[src/rtl/fft_frame_collector.sv]
// Streaming sample collector: packs buffer_size samples into a frame for the
// combinational FFT, using two ping-pong banks so capture overlaps consumption.
module fft_frame_collector #(
    parameter int buffer_size = 32,
    parameter int sample_size = 32
) (
    input  logic                               clk,
    input  logic                               rst_n,
    input  logic [sample_size-1:0]             sample_in,
    input  logic                               sample_valid,
    output logic                               sample_ready,
    input  logic                               flush,
    output logic [buffer_size*sample_size-1:0] frame_out,
    output logic                               frame_valid,
    input  logic                               frame_ready,
    output logic [$clog2(buffer_size)-1:0]     fill_count
);
    localparam int IW = $clog2(buffer_size);
    localparam logic [IW-1:0] LAST_IDX = IW'(buffer_size - 1);

    logic [1:0][buffer_size-1:0][sample_size-1:0] r_bank;
    logic [1:0]    r_full;
    logic          r_wr_bank;
    logic          r_rd_bank;
    logic [IW-1:0] r_wr_idx;

    logic w_accept;
    logic w_release;

    // Only sample_ready sees an input (flush) combinationally.
    assign sample_ready = !r_full[r_wr_bank] && !flush;
    assign frame_valid  = r_full[r_rd_bank];
    assign frame_out    = r_bank[r_rd_bank];
    assign fill_count   = r_wr_idx;

    assign w_accept  = sample_valid && sample_ready;
    assign w_release = frame_valid && frame_ready;

    always_ff @(posedge clk or negedge rst_n) begin
        if (!rst_n) begin
            r_bank    <= '0;
            r_full    <= '0;
            r_wr_bank <= 1'b0;
            r_rd_bank <= 1'b0;
            r_wr_idx  <= '0;
        end else begin
            if (w_accept) begin
                r_bank[r_wr_bank][r_wr_idx] <= sample_in;
                if (r_wr_idx == LAST_IDX) begin
                    r_full[r_wr_bank] <= 1'b1;
                    r_wr_bank         <= ~r_wr_bank;
                    r_wr_idx          <= '0;
                end else begin
                    r_wr_idx <= r_wr_idx + 1'b1;
                end
            end else if (flush && !r_full[r_wr_bank]) begin
                r_wr_idx <= '0;
            end
            // Completion and release always hit different banks, so both land.
            if (w_release) begin
                r_full[r_rd_bank] <= 1'b0;
                r_rd_bank         <= ~r_rd_bank;
            end
        end
    end
endmodule

[config.mk]
export PLATFORM = sky130hd
export DESIGN_NAME = fft_frame_collector
export DESIGN_NICKNAME = d
export VERILOG_FILES = /design/src/rtl/fft_frame_collector.sv
export SDC_FILE = /design/constraint.sdc
export NUM_CORES = 2
export LEC_CHECK = 0
export CORE_AREA = 2 2 419 421
export DETAILED_ROUTE_END_ITERATION = 10
export DIE_AREA = 0 0 421 423
export GPL_TIMING_DRIVEN = 1
export HOLD_SLACK_MARGIN = 0.03
export PLACE_DENSITY = 0.8
export SYNTH_ARGS = -nofsm -noshare
export SYNTH_HDL_FRONTEND = slang
export SYNTH_SLANG_ARGS = --single-unit
[constraint.sdc]
create_clock -name clk -period 2.3 [get_ports clk]
set_input_delay 0.575 -clock clk [delete_from_list [all_inputs] [get_ports clk]]
set_output_delay 0.575 -clock clk [all_outputs]
set_load 0.005 [all_outputs]
## After elaboration in Yosys (flattened, before gate mapping)

Index checks and enable logic that the tools add are counted.

- RAM bits: 0
- Register bits after elaboration: 2057
- Word-level logic and storage cells: 113
- Bits of input ports: 37
- Output and inout port bits: 1031
- Latch bits: 0
- Memories kept: 0
- Memory bits (read-only): 0

- Bitwise operators: 5
- Equality and inequality tests: 1
- Shifts and indexed selects: 0
- Reductions and logical operators: 11
- $lt $le $gt $ge: 6
- Add/sub/neg operators: 1
- Multiplexer cells: 21
- Multipliers: 0
- Divide/modulo/power cells: 0

Operators with widths:

| kind | number |
|---|---|
| 1024-bit two-way mux | 3 |
| 2048-bit bitwise mux | 1 |
| 1024-bit demux with 1-bit select | 1 |
| 32-bit demux with 5-bit select | 1 |
| 32-bit two-way mux | 1 |
| 5-bit two-way mux | 3 |
| 1-bit logical AND | 7 |
| 5-bit by 6-bit less-than comparator with 1-bit output, second input constant | 1 |
| 1-bit two-way mux | 6 |
| 2-bit two-way mux | 3 |
| 5-bit by 1-bit adder with 5-bit output, second input constant | 1 |
| 5-bit == test, second input constant | 1 |
| 5-bit by 1-bit >= comparator with 1-bit output, second input constant | 1 |
| 1-bit by 2-bit less-than comparator with 1-bit output, second input constant | 2 |
| 2-bit bitwise AND | 1 |
| 1-bit demux with 1-bit select | 2 |
| 1-bit >= comparator, second input constant | 2 |
| 1-bit logical NOT | 2 |
| 1-bit inverter | 2 |
| 2-bit inverter | 1 |
| 2-bit bitwise OR | 1 |
| 2-bit AND reduction | 1 |
| 2-bit nonzero test | 1 |

## Logic depth before layout (Yosys ltp)

- Word-level depth: 9
- Gate-level depth with buffers: 7
- Depth with buffers taken out: 6

## Worst setup path after synthesis

Ideal clock, no wire load.

- Path kind: in2reg
- Start: in sample_valid
- End: reg r_bank[769] (netlist bit)
- Data arrival time: 2.118 ns
- Data required time: 2.175 ns
- Setup time: 0.125 ns
- Cell stages on the path: 5
- Setup slack: 0.057 ns
- Cells stage by stage: buf_2 or4b_2 nor2_4 clkbuf_8 mux2_2

- Word-level cells in the longest chain between the ends: 1

RTL lines:

| item | RTL line | text |
|---|---|---|
| from (decl) | 10 | `input logic sample_valid,` |
| 1-bit logical AND | 36 | `assign w_accept = sample_valid && sample_ready;` |
| to (signal, indexed assignment) | 48 | `r_bank[r_wr_bank][r_wr_idx] <= sample_in;` |
| to (decl) | 21 | `logic [1:0][buffer_size-1:0][sample_size-1:0] r_bank;` |

No other way between the ends.
A chain may end at the register's enable or synchronous reset.

## Worst setup path after layout

- Start: reg r_rd_bank
- End: out frame_out[379]

- Word-level cells in the longest chain between the ends: 2

RTL lines:

| item | RTL line | text |
|---|---|---|
| from (decl) | 24 | `logic r_rd_bank;` |
| from (signal assigned) | 62 | `r_rd_bank <= ~r_rd_bank;` |
| 1024-bit two-way mux (not written as such) (2 in series) | 33 | `assign frame_out = r_bank[r_rd_bank];` |
| to (decl) | 13 | `output logic [buffer_size*sample_size-1:0] frame_out,` |

No other way between the ends. The select of a mux whose other input is x is not followed.

==> results.ini <==
[min_path]
whs_path_depth = 3
whs_endpoint = r_bank[591]
min-delay-start = sample_in[15]
hold_class = input pin to flop

[die]
pin_count = 1068
die_h_microns = 423
core_sq_um = 173000
rows = 153
die_area_sq_um = 178000
die-width_microns = 421
start_util_pct = 51.7

[cells_and_area]
fin_cells = 9487
syn_to_final_growth_pct = 28.1
layout-drive-gt1-share_pct = 55.8
post-route-util_pct = 66.2
mostFrequentLayoutCell = mux2_2
layout_common_cells = mux2_2, dfrtp_1, clkdlybuf4s50_1
nets = 7028

[sta]
finalSetupViolations = 1462
fin_skew_ns = 0.0238
timing.hold.ws_ns = 0.258
grt_setup_unrepaired = yes
timing.final.ws_setup_ns = -1.15
period_share_pct = 150
max-slew-margin-rel_pct = 21.2
fmax_mhz = 290
hold_viol = 0
period_needed_ns = 3.45
worst_slew_pin_slew_ns = 1.18
slew_violations = 0

[route]
drt-initial-drc-count = 3734
drc = 0
drtAntennaViolNets = 0
routed_wirelength_mm = 286
via_per_inst = 5.82
vias = 55200
wl_per_cell_microns = 30.2
firstDrtPassIters = 5

[critical_path]
max_stage_delay_ns = 0.64
path_max_fanout = 9
cp.required_ns = 1.73
reg2reg_depth = 6
crit_slowest_cell = clkdlybuf4s50_1
path_cells = buf_12, buf_12, clkbuf_16, buf_4, mux2_2, clkdlybuf4s50_1
critPathMostFrequentCell = buf_12
r2r-end = r_bank[1507]
reg2reg_slack_ns = -0.22
worstSetupEndpointType = output pin
critPathTopFamily = buffers and inverters
crit_buf_inv = 5
arrival_ns = 2.87
startpoint_type = flop
worstSetupPathType = flop to output pin
worstReg2RegStart = fill_count[0]

[yosys]
ys_seq_area_share_pct = 57.5
synth-edff-count = 0
synthFlopType = dfrtp_1
synth_top_area_cell = dfrtp_1
ys_seq_elements = 2057
synth.area.top_cells = dfrtp_1, mux2_2, clkbuf_1, buf_2, mux2_1
synth-async-reset-ratio_pct = 100
synth.distinct_cells = 45
synth_cells = 5828
avgSynthCellArea_sq_um = 15.4
synth.net_count = 5870
ys_warn_count = 0
yosysTopAreaCellShare_pct = 57.5
netlist_area_sq_um = 89500

[place]
dp_hpwl_mm = 187
portBuffers = 1067
dp.cells = 9022
gp_congestion = 0.836

[global_route]
antenna_found_initial = 8
grt_pass1_vias = 58500
grt_first_pass_wirelength_mm = 408
grt_max_degree = 88
grtUsageTotal_pct = 31.2
grt-ovfl-total = 0

[clock_network]
clock_path_buffers = 3
root_buffer = clkbuf_16
cts_inserted_buffers = 205
clk_latency_ns = 0.86
cts_htree_levels = 4
clock-sinks = 2057
cts_tree = yes
path_clk_slew_ns = 0.06

[run]
max-cap-violations = 0

[run_status]
outcome = finished with violations
violations = negative setup slack

[pwr]
p_leak_nw = 60.0
power_density_nw_per_um2 = 672
p_total_mw = 77.0
peakVddDrop_uv = 765

## synth_stat cells, types with 6 or more instances
cell and n:
nand3_1 10, buf_1 33, buf_4 13, nand4b_1 6, nand2_1 35, nor2b_1 9, clkbuf_8 6, buf_2 182
clkbuf_1 318, nor2_1 12, mux2_2 3024, mux2_1 50, o21ai_0 6, dfrtp_1 2057, and4bb_2 7
## layer usage
layer / track usage, % / wire [microns]
met5: 0 / 0
met4: 21.0 / 21800
met3: 7.25 / 18700
met2: 49.7 / 136000
met1: 37.9 / 110000
## worst register-to-register path: cells and delay by family, from the launching register on
kind	cells	cell delay (ns)
adders and majority gates	1	0.47
buffers and inverters	2	0.36
DFF	1	0.49
muxes	1	0.36
and+or+nand+nor	2	0.71
## sequential cells by signal, indices dropped and copies added, names as in the netlist
name and flops:
fill_count 5, r_wr_bank 1, r_rd_bank 1, r_full 2, r_bank 2048
## worst max-delay path by stage
stage                       from              to  slack, ns  cells past startpoint
floorplan           sample_valid     r_bank[769]       0.06                      5
global placement    sample_valid     r_bank[183]      -0.58                      7
detailed placement  sample_valid     r_bank[182]      -0.63                      7
CTS                    r_rd_bank  frame_out[439]      -1.21                      5
global route           r_rd_bank  frame_out[379]      -1.17                      6
finish                 r_rd_bank  frame_out[379]      -1.15                      6
## logic make-up (layout without fill, tap and decap cells)
kind of cell	after synthesis	count (layout)	synth area share [%]
buffers and inverters	557	1885	2.71
AND/OR/NAND/NOR	118	118	0.899
adder cells (fa/ha/maj)	5	5	0.0699
flip-flops	2057	2057	57.5
multiplexers	3075	3075	38.7
AO/OA/AOI/OAI	16	16	0.122
other	0	6	0
## metrics by stage
step	setup slack, ns	instance area [sq um]	TNS [ns]
3_3_place_gp	-0.576	106000	-965.33
3_5_place_dp	-0.635	106000	-1047.53
2_1_floorplan	0.0575	89500	0
6_report	-1.15	115000	-1015.38
5_1_grt	-1.17	115000	-1109.65
4_1_cts	-1.21	113000	-1133.55
## power by group
| part | switching, mW | internal [mW] | total (mW) |
|---|---|---|---|
| combinational | 3.21 | 2.77 | 5.98 |
| sequential | 0.391 | 37.0 | 37.4 |
| clock | 14.5 | 19.2 | 33.7 |
## layout make-up
class                           count  area (sq um)
Timing Repair Buffer             1503         17300
Tap cell                         2325          2910
Fill cell                       11800         58600
Multi-Input combinational cell   3214         36100
Clock buffer                      304          6080
Antenna cell                        6          15.0
Inverter                            5          18.8
Clock inverter                     73           712
Sequential cell                  2057         51500
## repair_timing
item                                    CTS  global route
setup endpoints to repair              1304          1526
buffers inserted                         13            40
hold buffers                              1             0
endpoints found under the hold margin    32             0
resized for setup                       338           379
gates cloned                             10            19
(Power assumes the default switching activity.)
